`src/rtl/ram_arb_pkg.sv`:
```
// Shared types and constants for the two-port RAM arbiter.
// Optional round-robin arbitration is enabled with the RAM_ARB_RR_EN macro.
package ram_arb_pkg;

    localparam int ADDR_W_DEF = 8;
    localparam int DATA_W_DEF = 32;

    // FSM encoding; RESP is the only state in which an ack may be raised.
    localparam logic [1:0] ST_IDLE   = 2'd0;
    localparam logic [1:0] ST_ACCESS = 2'd1;
    localparam logic [1:0] ST_RESP   = 2'd2;

    localparam logic PORT_IF = 1'b0;
    localparam logic PORT_LS = 1'b1;

    typedef struct packed {
        logic [1:0] state;
        logic       gnt;
        logic       last_gnt;
    } arb_dbg_t;

endpackage

```
`src/rtl/ram_arb_pick.sv`:
```
// Combinational winner select for the RAM arbiter.
// RAM_ARB_RR_EN selects round-robin; otherwise LS has fixed priority over IF.
module ram_arb_pick
    import ram_arb_pkg::*;
(
    input  logic req0_i,
    input  logic req1_i,
    input  logic last_gnt_i,
    output logic gnt_valid_o,
    output logic gnt_idx_o
);

    assign gnt_valid_o = req0_i | req1_i;

`ifdef RAM_ARB_RR_EN
    // On a tie the port that was not served last wins.
    always_comb begin
        gnt_idx_o = PORT_IF;
        if (req0_i && req1_i) begin
            gnt_idx_o = ~last_gnt_i;
        end else if (req1_i) begin
            gnt_idx_o = PORT_LS;
        end
    end
`else
    logic unused_last_gnt;
    assign unused_last_gnt = last_gnt_i;

    always_comb begin
        gnt_idx_o = PORT_IF;
        if (req1_i) begin
            gnt_idx_o = PORT_LS;
        end
    end
`endif

endmodule

```
`src/rtl/ram_arbiter.sv`:
```
// Shares one single-port RAM between instruction fetch (port 0) and load/store (port 1).
// Build with RAM_ARB_RR_EN for round-robin arbitration instead of fixed LS priority.
module ram_arbiter
    import ram_arb_pkg::*;
#(
    parameter int ADDR_W = ADDR_W_DEF,
    parameter int DATA_W = DATA_W_DEF
) (
    input  logic              clk,
    input  logic              clear_n,
    input  logic              req0,
    input  logic              req1,
    input  logic              we0,
    input  logic              we1,
    input  logic [ADDR_W-1:0] addr0,
    input  logic [ADDR_W-1:0] addr1,
    input  logic [DATA_W-1:0] wdata0,
    input  logic [DATA_W-1:0] wdata1,
    output logic              ack0,
    output logic              ack1,
    output logic [DATA_W-1:0] rdata0,
    output logic [DATA_W-1:0] rdata1,
    output logic [ADDR_W-1:0] ram_addr,
    output logic [DATA_W-1:0] ram_wdata,
    output logic              ram_we,
    output logic              ram_re,
    input  logic [DATA_W-1:0] ram_rdata,
    output logic              busy,
    output arb_dbg_t          dbg_o
);

    // Handshake: a requester raises reqN with its fields and holds it until ackN.
    // Fields are captured at grant, so later changes or a dropped req are ignored;
    // ackN is a single-cycle pulse and rdataN is valid only while ackN is high.

    logic [1:0]        state_q, state_d;
    logic              gnt_q, gnt_d;
    logic              we_q, we_d;
    logic              last_gnt_q, last_gnt_d;
    logic              ram_we_q, ram_we_d;
    logic              ram_re_q, ram_re_d;
    logic [ADDR_W-1:0] ram_addr_q, ram_addr_d;
    logic [DATA_W-1:0] ram_wdata_q, ram_wdata_d;

    logic gnt_valid;
    logic gnt_idx;

    ram_arb_pick u_pick (
        .req0_i      (req0),
        .req1_i      (req1),
        .last_gnt_i  (last_gnt_q),
        .gnt_valid_o (gnt_valid),
        .gnt_idx_o   (gnt_idx)
    );

    always_comb begin
        state_d     = state_q;
        gnt_d       = gnt_q;
        we_d        = we_q;
        last_gnt_d  = last_gnt_q;
        ram_addr_d  = ram_addr_q;
        ram_wdata_d = ram_wdata_q;
        ram_we_d    = 1'b0;
        ram_re_d    = 1'b0;
        case (state_q)
            ST_IDLE: begin
                if (gnt_valid) begin
                    gnt_d      = gnt_idx;
                    last_gnt_d = gnt_idx;
                    if (gnt_idx == PORT_LS) begin
                        we_d        = we1;
                        ram_addr_d  = addr1;
                        ram_wdata_d = wdata1;
                    end else begin
                        we_d        = we0;
                        ram_addr_d  = addr0;
                        ram_wdata_d = wdata0;
                    end
                    ram_we_d = we_d;
                    ram_re_d = ~we_d;
                    state_d  = ST_ACCESS;
                end
            end
            // The RAM samples the strobes on the edge leaving ACCESS.
            ST_ACCESS: state_d = ST_RESP;
            ST_RESP:   state_d = ST_IDLE;
            default:   state_d = ST_IDLE;
        endcase
    end

    always_ff @(posedge clk or negedge clear_n) begin
        if (!clear_n) begin
            state_q     <= ST_IDLE;
            gnt_q       <= PORT_IF;
            we_q        <= 1'b0;
            last_gnt_q  <= PORT_IF;
            ram_we_q    <= 1'b0;
            ram_re_q    <= 1'b0;
            ram_addr_q  <= '0;
            ram_wdata_q <= '0;
        end else begin
            state_q     <= state_d;
            gnt_q       <= gnt_d;
            we_q        <= we_d;
            last_gnt_q  <= last_gnt_d;
            ram_we_q    <= ram_we_d;
            ram_re_q    <= ram_re_d;
            ram_addr_q  <= ram_addr_d;
            ram_wdata_q <= ram_wdata_d;
        end
    end

    // Read data arrives from the RAM's output register during RESP, so it is steered combinationally.
    assign ack0   = (state_q == ST_RESP) && (gnt_q == PORT_IF);
    assign ack1   = (state_q == ST_RESP) && (gnt_q == PORT_LS);
    assign rdata0 = (ack0 && !we_q) ? ram_rdata : '0;
    assign rdata1 = (ack1 && !we_q) ? ram_rdata : '0;

    assign ram_addr  = ram_addr_q;
    assign ram_wdata = ram_wdata_q;
    assign ram_we    = ram_we_q;
    assign ram_re    = ram_re_q;
    assign busy      = (state_q != ST_IDLE);

    assign dbg_o.state    = state_q;
    assign dbg_o.gnt      = gnt_q;
    assign dbg_o.last_gnt = last_gnt_q;

endmodule
```
`config.mk`:
```
export PLATFORM = sky130hd
export DESIGN_NAME = ram_arbiter
export DESIGN_NICKNAME = d
export VERILOG_FILES = /design/src/rtl/ram_arb_pkg.sv /design/src/rtl/ram_arb_pick.sv /design/src/rtl/ram_arbiter.sv
export SDC_FILE = /design/constraint.sdc
export NUM_CORES = 1
export LEC_CHECK = 0
export ABC_AREA = 1
export BUFFER_PORTS_ARGS = -buffer_cell sky130_fd_sc_hd__buf_2
export CAP_MARGIN = 20
export CORE_AREA = 2 2 89 91
export CTS_CLUSTER_SIZE = 8
export DETAILED_ROUTE_END_ITERATION = 10
export DIE_AREA = 0 0 91 93
export GPL_ROUTABILITY_DRIVEN = 0
export MAX_ROUTING_LAYER = met4
export PLACE_DENSITY = 0.81
export REMOVE_ABC_BUFFERS = 1
export SLEW_MARGIN = 20
export SYNTH_ARGS = -nofsm -noshare
export SYNTH_HDL_FRONTEND = slang
export SYNTH_SLANG_ARGS = --single-unit
```
`constraint.sdc`:
```
create_clock -name clk -period 1.62 [get_ports clk]
set_clock_uncertainty 0.15 [all_clocks]
set_input_delay 0.324 -clock clk [delete_from_list [all_inputs] [get_ports clk]]
set_output_delay 0.324 -clock clk [all_outputs]
set_load 0.01 [all_outputs]
```
==> results of run 1 <==
==> logic make-up (layout without fill, tap and decap cells) <==
logic type / after synthesis / in the layout
flops: 46 / 46
simple gates: 325 / 328
buf+inv: 64 / 310
==> stage by stage <==
step	hold slack [ns]	util	setup WS, ns	std cells	area, um^2
2_1_floorplan	-0.1216	-	-0.5036	410	2537
3_3_place_gp	0.1683	0.5299	-0.06363	760	3989
3_5_place_dp	0.1912	0.5299	-0.1170	760	3989
4_1_cts	0.1496	0.5823	-0.3212	783	4383
5_1_grt	0.1615	0.6270	-0.4759	786	4720
6_report	0.1537	0.6270	-0.3805	786	4720
==> routing by layer <==
layer	track usage	vias to the layer above	wire [um]	part of all wire
met3	0.07413	23	905	0.085
li1	-	1753	-	-
met4	0.08081	0	294	0.027
met2	0.4198	175	5598	0.52
met5	-	-	0	0
met1	0.2359	1642	3898	0.36
==> cells in the final DEF (no fill, tap or decap) <==
| master | instances |
|---|---|
| buf_8 | 2 |
| buf_2 | 204 |
| nand2_2 | 1 |
| dfrtp_1 | 46 |
| nor2_4 | 26 |
| nor2_2 | 23 |
| buf_6 | 34 |
| nor2_1 | 23 |
| clkinv_2 | 1 |
| buf_16 | 1 |
| nand4_1 | 2 |
| inv_2 | 5 |
| inv_1 | 34 |
| clkbuf_1 | 1 |
| clkbuf_8 | 6 |
| buf_4 | 16 |
| nor3_2 | 2 |
| nand2_1 | 250 |
| nand2_4 | 1 |
| buf_12 | 5 |
| dlygate4sd3_1 | 1 |
==> what timing repair did <==
action                                  in CTS  in global routing
pin swaps                                   12                  7
endpoints found under the setup margin     110                112
setup buffers                                9                  3
gates cloned                                 5                  2
hold endpoints to repair                    46                  0
gates resized for setup                     49                 77
hold buffers                                 1                  0
==> worst max-delay path: stages, from the launching register on <==
cell and delay (ns):
dfrtp_1 0.41, inv_2 0.08, nand4_1 0.15, buf_4 0.26, nor2_2 0.16, buf_2 0.16
==> how the worst max path moves through the flow <==
stage / start / endpoint / slack [ns] / cells past startpoint
6_report: last_gnt_q / rdata0[31] / -0.38 / 5
5_1_grt: state_q[0] / rdata1[31] / -0.48 / 7
4_1_cts: we_q / rdata0[3] / -0.32 / 6
3_5_place_dp: state_q[0] / we_q / -0.12 / 5
3_3_place_gp: state_q[0] / we_q / -0.06 / 5
2_1_floorplan: last_gnt_q / rdata0[0] / -0.50 / 3
==> cell type report <==
cell class	instances	area [um^2]	share of cell area
Timing Repair Buffer	263	1692	0.3584
Clock inverter	1	5.005	0.001060
Inverter	39	146.4	0.03102
Sequential cell	46	1151	0.2439
Tap cell	102	127.6	0.02704
Multi-Input combinational cell	328	1511	0.3203
Clock buffer	7	86.33	0.01829
==> power breakdown <==
part / internal (mW) / total, mW / switching (mW)
combinational: 1.61 / 3.72 / 2.11
clock: 0.345 / 0.719 / 0.374
sequential: 1.68 / 1.98 / 0.295
==> sequential cells by signal, summed over array words and instances, names as in the netlist <==
| name | cells |
|---|---|
| last_gnt_q | 1 |
| ram_wdata | 32 |
| we_q | 1 |
| state_q | 2 |
| ram_addr | 8 |
| ram_we | 1 |
| ram_re | 1 |
==> impl_metrics.tcl, run 1 <==
set metrics [dict create \
    status "finished, violations left" \
    violations "setup timing" \
    cts_sinks 46 \
    io_pins 231 \
    endpoint_kind "primary output" \
    synthSimpleGateAreaFrac 0.4584 \
    grt_pass1_wl_um 15300 \
    seq_area_frac_synth 0.4255 \
    reg2reg_depth 8 \
    synth_xor_area_frac 0 \
    area_growth_pct 74.47 \
    period_minus_slack_ns 2.000 \
    synthCells 435 \
    ir_drop_mv 0.5478 \
    post-route-period-util 1.235 \
    crit_required_ns 1.15 \
    fillCellCount 675 \
    wire_per_inst_um 13.61 \
    muxShareOfSynthArea 0 \
    synth_common_cells "nand2_1, nor2_1, dfrtp_1, inv_1, buf_2" \
    first_pass_iters 4 \
    cp_max_fo 15 \
    maxSlewHeadroom 0.5388 \
    hold_end "ram_re" \
    worstHoldStart "we0" \
    grt_setup_unrepaired "yes" \
    vias_per_cell 4.571 \
    port_buffers 230 \
    drive_above_1_share 0.4781 \
    antenna_cells 0 \
    antenna_found_initial 0 \
    die_x_um 91 \
    synthAdderAreaFrac 0 \
    grt_max_degree 47 \
    fp-row-count 32 \
    yosys-top-cells-area "dfrtp_1, nand2_1, nor2_1, inv_1, buf_2" \
    grt_pass1_vias 3262 \
    vias 3593 \
    synth_edf_count 0 \
    yosysTopAreaCell "dfrtp_1" \
    clk_pin_slew_worst_paths_ns 0.08 \
    first_iter_violations 83 \
    syn_area_per_cell_um2 6.219 \
    fin_nets 801 \
    netlist_area_um2 2705 \
    ys_seq_elements 46 \
    synth_top_cell_area_share 0.4255 \
    yosys_warnings 0 \
    setup_violations 67 \
    die_h_um 93 \
    track_usage 0.2313 \
    drv_slew 0 \
    synth_top_family_by_area "simple AND/OR/NAND/NOR gates" \
    reg2reg_from "state_q[0]" \
    wl_um 10700 \
    dieArea_um2 8463 \
    setup_ws_ns -0.3805 \
    hold_viol 0 \
    p_per_area_nw_per_um2 1360 \
    min_path_type "in2reg" \
    holdPathStages 4 \
    power.total_mw 6.417 \
    clk_latency_ns 0.29 \
    start_kind "flip-flop" \
    ys_types 12 \
    htreeDepth 2 \
    dp_hpwl_um 7137 \
    core-area_um2 7527 \
    maxCapViolCount 0 \
    r2r-end "ram_wdata[16]" \
    clock_path_buffers 2 \
    cts_buffers 5 \
    cts_tree "yes" \
    synth-compound-area-share 0 \
    yosysMostFrequentCell "nand2_1" \
    async_reset_ff_frac 1.000 \
    grt-ovfl-total 0 \
    p_leak_nw 2.978 \
    worstPathArrival_ns 1.53 \
    worst_pin_slew_ns 0.6893 \
    start_util 0.3594 \
    criticalPathCategory "reg2out" \
    ant_nets 0 \
    root_buffer "clkbuf_8" \
    synthFlopType "dfrtp_1" \
    route.detailed.drc 0 \
    tns_ns -20.60 \
    r2r_slack_ns 0.07 \
    fmax_ghz 0.4999 \
]
(Power assumes the default switching activity.)
==> run 2, diff against run 1 <==
==> constraint.sdc (replaced) <==
create_clock -name clk -period 1.62 [get_ports clk]
set_clock_uncertainty 0.15 [all_clocks]
set_input_delay 0.162 -clock clk [delete_from_list [all_inputs] [get_ports clk]]
set_output_delay 0.162 -clock clk [all_outputs]
set_load 0.01 [all_outputs]
==> run 2 against run 1 <==
Effect of this change: the run still ends with setup timing left; worst hold slack worse by 0.15 ns; setup slack better by 0.18 ns; sequential power hardly changed; via count is 2.6% higher; combinational power is 5.4% lower; clock power is 46% higher; core utilization is 4.1 points higher; non-clock buffer count is 23 higher; global-route usage is 0.24 points higher; first-iteration DRC count is 96% higher; largest cell class unchanged.
==> impl_metrics.tcl, run 2 (synthesis gave the netlist of run 1 again) <==
set metrics [dict create \
    dp_hpwl_um 7118 \
    crit_required_ns 1.31 \
    dieArea_um2 8463 \
    setup_ws_ns -0.1972 \
    criticalPathCategory "reg2out" \
    io_pins 231 \
    cts_sinks 46 \
    track_usage 0.2337 \
    r2r_slack_ns 0.16 \
    grt-ovfl-total 0 \
    antenna_cells 0 \
    violations "setup timing" \
    min_path_type "in2reg" \
    clk_latency_ns 0.29 \
    maxSlewHeadroom 0.7920 \
    grtUsageMet3 0.04996 \
    p_leak_nw 3.094 \
    ir_drop_mv 0.5574 \
    gr-usage-met1 0.2459 \
    clock_path_buffers 2 \
    htreeDepth 2 \
    largest_reg_flops 32 \
    fin_nets 821 \
    maxCapViolCount 0 \
    first_iter_violations 163 \
    wire_per_inst_um 13.88 \
    grt_setup_unrepaired "yes" \
    first_pass_iters 4 \
    drive_above_1_share 0.4517 \
    root_buffer "clkbuf_8" \
    final_cell_mix "nand2_1, buf_2, dfrtp_1" \
    endpoint_kind "primary output" \
    vias_per_cell 4.574 \
    fmax_ghz 0.5503 \
    clk_pin_slew_worst_paths_ns 0.08 \
    worst_pin_slew_ns 0.3120 \
    status "finished, violations left" \
    cp_max_fo 15 \
    worstPathArrival_ns 1.51 \
    antenna_found_initial 0 \
    vias 3687 \
    post-route-period-util 1.122 \
    wl_um 11190 \
    port_buffers 230 \
    fp-row-count 32 \
    cts_buffers 5 \
    period_minus_slack_ns 1.817 \
    postPlaceCellArea_um2 3946 \
    start_kind "flip-flop" \
    ant_nets 0 \
    drv_slew 0 \
    hold_viol 0 \
    die_x_um 91 \
    finish.instance_area_um2 5026 \
    grt.busiest_layer "met2" \
    place_inst 756 \
    grt_pass1_wl_um 15630 \
    route.detailed.drc 0 \
    final_common_cell "nand2_1" \
    core-area_um2 7527 \
    setup_violations 64 \
    die_h_um 93 \
    area_growth_pct 85.80 \
    cts_tree "yes" \
    instances_no_fill 806 \
    start_util 0.3594 \
    grt_pass1_vias 3473 \
    p_per_area_nw_per_um2 1303 \
    grt_max_degree 47 \
    grt_use_met2 0.4358 \
]
[run 2: cell count changes in the layout (fill, tap and decap cells not counted), moves of 2 or more]
cell	previous run	this run
dlygate4sd3_1	1	30
bufinv_16	0	2
nor2_2	23	18
nor2_4	26	29
buf_4	16	13
clkbuf_16	0	2
nor3_1	0	2
buf_2	204	202
buf_6	34	32
nor3_2	2	0
[run 2: per-stage QoR]
step	TNS [ns]	utilization	total power, mW	hold slack [ns]	setup WS, ns
after global placement	0	0.5243	4.742	0.005761	0.1933
after global routing	-11.75	0.6677	7.019	0.01195	-0.2783
final	-7.115	0.6677	6.551	0.007455	-0.1972
after floorplan	-21.55	-	3.397	-0.2836	-0.3416
after CTS	-4.327	0.5976	6.117	0.001191	-0.1121
after detailed placement	0	0.5243	4.828	0.01543	0.1200
[run 2: area by class of cell]
| cell class | count | area, um^2 |
|---|---|---|
| Fill cell | 571 | 2501 |
| Clock inverter | 2 | 60.06 |
| Tap cell | 102 | 127.6 |
| Multi-Input combinational cell | 325 | 1495 |
| Clock buffer | 6 | 82.58 |
| Timing Repair Buffer | 286 | 1962 |
| Inverter | 39 | 146.4 |
| Sequential cell | 46 | 1152 |
[run 2: layer usage]
layer	vias up	wire length, um
met5	-	0
met4	0	376
met3	32	801
met2	177	5692
met1	1688	4317
li1	1790	-
[run 2: worst max-delay path: stages, from the launching register on]
cell and delay, ns:
dfrtp_1 0.40, inv_1 0.08, nand4_1 0.15, buf_4 0.19
buf_16 0.15, nor2_1 0.11, buf_2 0.15
[run 2: power breakdown]
group	internal, mW	switching (mW)
clock network	0.658	0.390
logic	1.52	2.00
registers	1.68	0.300
total	3.86	2.69
[run 2: path summary, 6_finish.rpt]
check                                  start       endpoint  depth (start not counted)
worst max-delay path                    we_q     rdata0[14]                          6
worst min-delay path              wdata0[25]  ram_wdata[25]                          5
worst max register to register    state_q[0]  ram_wdata[31]                          6
worst min register to register  ram_wdata[8]   ram_wdata[8]                          2
max in group asynchronous            clear_n     state_q[1]                          3
min in group asynchronous            clear_n   ram_wdata[5]                          3
[run 2: repair_timing]
item	in CTS	in global routing
cloned	1	4
buffers inserted	4	3
endpoints found under the setup margin	64	64
endpoints found under the hold margin	66	0
pin swaps	1	1
hold buffers	30	0
gates resized for setup	17	107
==> run 3, diff against run 2 <==
ABC_AREA = not set   (was 1)
BUFFER_PORTS_ARGS = -buffer_cell sky130_fd_sc_hd__buf_4   (was -buffer_cell sky130_fd_sc_hd__buf_2)
PLACE_DENSITY = 0.82   (was 0.81)
==> run 3 against run 2 <==
Effect of this change: the run still ends with setup timing left; first-iteration DRC count is 56% lower; worst hold slack better by 0.034 ns; via count is 25% lower; sequential power is 8% higher; wire length is 14% lower; cell count is 30% lower; register-to-register slack worse by 0.30 ns; die area stayed put; synthesized cell count is 48% lower; critical path depth is 2 lower; largest power group unchanged.
==> impl_metrics.tcl, run 3 <==
set metrics [dict create \
    netlist_area_um2 2826 \
    die_x_um 91 \
    dieArea_um2 8463 \
    antenna_found_initial 0 \
    io_pins 231 \
    ys_seq_elements 46 \
    seq_area_frac_synth 0.4073 \
    final_cell_mix "buf_4, and3_1, dfrtp_1" \
    grt_use_met2 0.4031 \
    cts_buffers 5 \
    critPathSlowestCell "dfrtp_2" \
    synthFlopType "dfrtp_1" \
    synth_edf_count 0 \
    yosysTopAreaCell "dfrtp_1" \
    grt_pass1_wl_um 14410 \
    ant_nets 0 \
    start_util 0.3755 \
    die_h_um 93 \
    antenna_cells 0 \
    clock_path_buffers 2 \
    violations "setup timing" \
    grt_pass1_vias 2767 \
    wl_um 9595 \
    yosys_warnings 0 \
    grtUsageMet3 0.05318 \
    cts_sinks 46 \
    vias 2761 \
    maxSlewHeadroom 0.6220 \
    slowest_delay_ns 0.44 \
    drv_slew 0 \
    p_leak_nw 2.823 \
    vias_per_cell 4.861 \
    period_minus_slack_ns 1.796 \
    crit_required_ns 1.31 \
    hold_viol 0 \
    cp.buffers_inverters 2 \
    yosys-top-cells-area "dfrtp_1, mux2_4, mux2_2, and3_1, buf_6" \
    final_common_cell "buf_4" \
    route.detailed.drc 0 \
    grt_setup_unrepaired "yes" \
    fmax_ghz 0.5568 \
    port_buffers 230 \
    maxCapViolCount 0 \
    drive_above_1_share 0.7489 \
    pre_cts_ws_ns -0.006838 \
    grt_max_degree 65 \
    post-route-period-util 1.109 \
    track_usage 0.2197 \
    core-area_um2 7527 \
    yosysMostFrequentCell "and3_1" \
    root_buffer "clkbuf_8" \
    worstPathArrival_ns 1.48 \
    synth_common_cells "and3_1, dfrtp_1, mux2_2, mux2_4, clkbuf_1" \
    first_iter_violations 71 \
    grt.busiest_layer "met2" \
    postPlaceCellArea_um2 4690 \
    min_path_type "in2reg" \
    fin_nets 583 \
    area_growth_pct 79.24 \
    cp_max_fo 17 \
    gr-usage-met1 0.2437 \
    clk_latency_ns 0.28 \
    path_cells "nor3b_4 > buf_6 > and3_1 > buf_4" \
    dp_hpwl_um 7199 \
    endpoint_kind "primary output" \
    first_pass_iters 4 \
    finish.instance_area_um2 5066 \
    grt-ovfl-total 0 \
    clk_pin_slew_worst_paths_ns 0.08 \
    fp-row-count 32 \
    worst_pin_slew_ns 0.5670 \
    criticalPathCategory "reg2out" \
    status "finished, violations left" \
    setup_ws_ns -0.1759 \
    start_kind "flip-flop" \
    synth_top_cell_area_share 0.4073 \
    syn_area_per_cell_um2 12.40 \
    final_core_utilization 0.6730 \
    crit_family "flip-flops" \
    cts_tree "yes" \
    htreeDepth 2 \
    setup_violations 106 \
    largest_reg_flops 32 \
    ys_types 19 \
    wire_per_inst_um 16.89 \
    synthCells 228 \
    p_per_area_nw_per_um2 1532 \
    async_reset_ff_frac 1.000 \
    ir_drop_mv 0.7599 \
]
==> run 3: metrics by stage <==
stage          instances  hold slack [ns]  total power, mW  setup TNS (ns)
2_1_floorplan        203          -0.2836            4.253          -59.50
3_3_place_gp         547          0.04073            6.162               0
3_5_place_dp         547          0.05118            6.298        -0.02922
4_1_cts              561          0.02670            7.377          -11.95
5_1_grt              568          0.04256            8.203          -18.31
6_report             568          0.04112            7.762          -12.07
==> run 3: timing repair <==
action / CTS / global route
resized for setup: 11 / 15
pin swaps: 1 / 2
endpoints found under the setup margin: 81 / 98
hold buffers: 1 / 0
gates cloned: 2 / 3
buffers inserted: 3 / 6
hold endpoints to repair: 46 / 0
==> run 3: cells by family (layout without fill, tap and decap cells) <==
| group | after synthesis | count (layout) | synth area share |
|---|---|---|---|
| multiplexers | 82 | 82 | 0.3736 |
| AND/OR/NAND/NOR | 71 | 71 | 0.1594 |
| flip-flops | 46 | 46 | 0.4073 |
| buffers and inverters | 27 | 265 | 0.05400 |
| AO/OA/AOI/OAI | 2 | 2 | 0.005756 |
==> run 3: per-layer routing <==
metal  wire [um]  share of wire
met1        3623           0.38
met2        5238           0.55
met4          89         0.0093
met3         643          0.067
met5           0              0
==> run 3: where the power goes <==
part / switching, mW / leakage, nW / internal [mW]
Combinational: 1.88 / 2.23 / 2.95
Clock: 0.367 / 0.0575 / 0.431
Sequential: 0.390 / 0.539 / 1.74
==> run 3: worst min-delay path: cells and delay by family <==
kind,cells,cell delay [ns]
buffers and inverters,1,0.12
AOI/OAI and AO/OA,1,0.11
and+or+nand+nor,1,0.05
==> run 3: path summary, 6_finish.rpt <==
kind                                from            end  slack, ns  cells after the start
min reg2reg                ram_wdata[27]  ram_wdata[27]       0.37                      1
max reg2reg                   state_q[0]   ram_wdata[9]      -0.14                      6
max in group asynchronous        clear_n     last_gnt_q       0.64                      2
max                           state_q[0]     rdata0[21]      -0.18                      4
min                                 req0     last_gnt_q       0.04                      3
min in group asynchronous        clear_n    ram_addr[7]       0.25                      2
==> run 3: final cells by class <==
cell class | instances | area (um^2)
clock buffers | 8 | 110.1
multi-input cells | 155 | 1569
well taps | 102 | 127.6
inverters | 2 | 7.507
repair buffers | 255 | 2098
flip-flops and latches | 46 | 1154
fillers | 572 | 2461
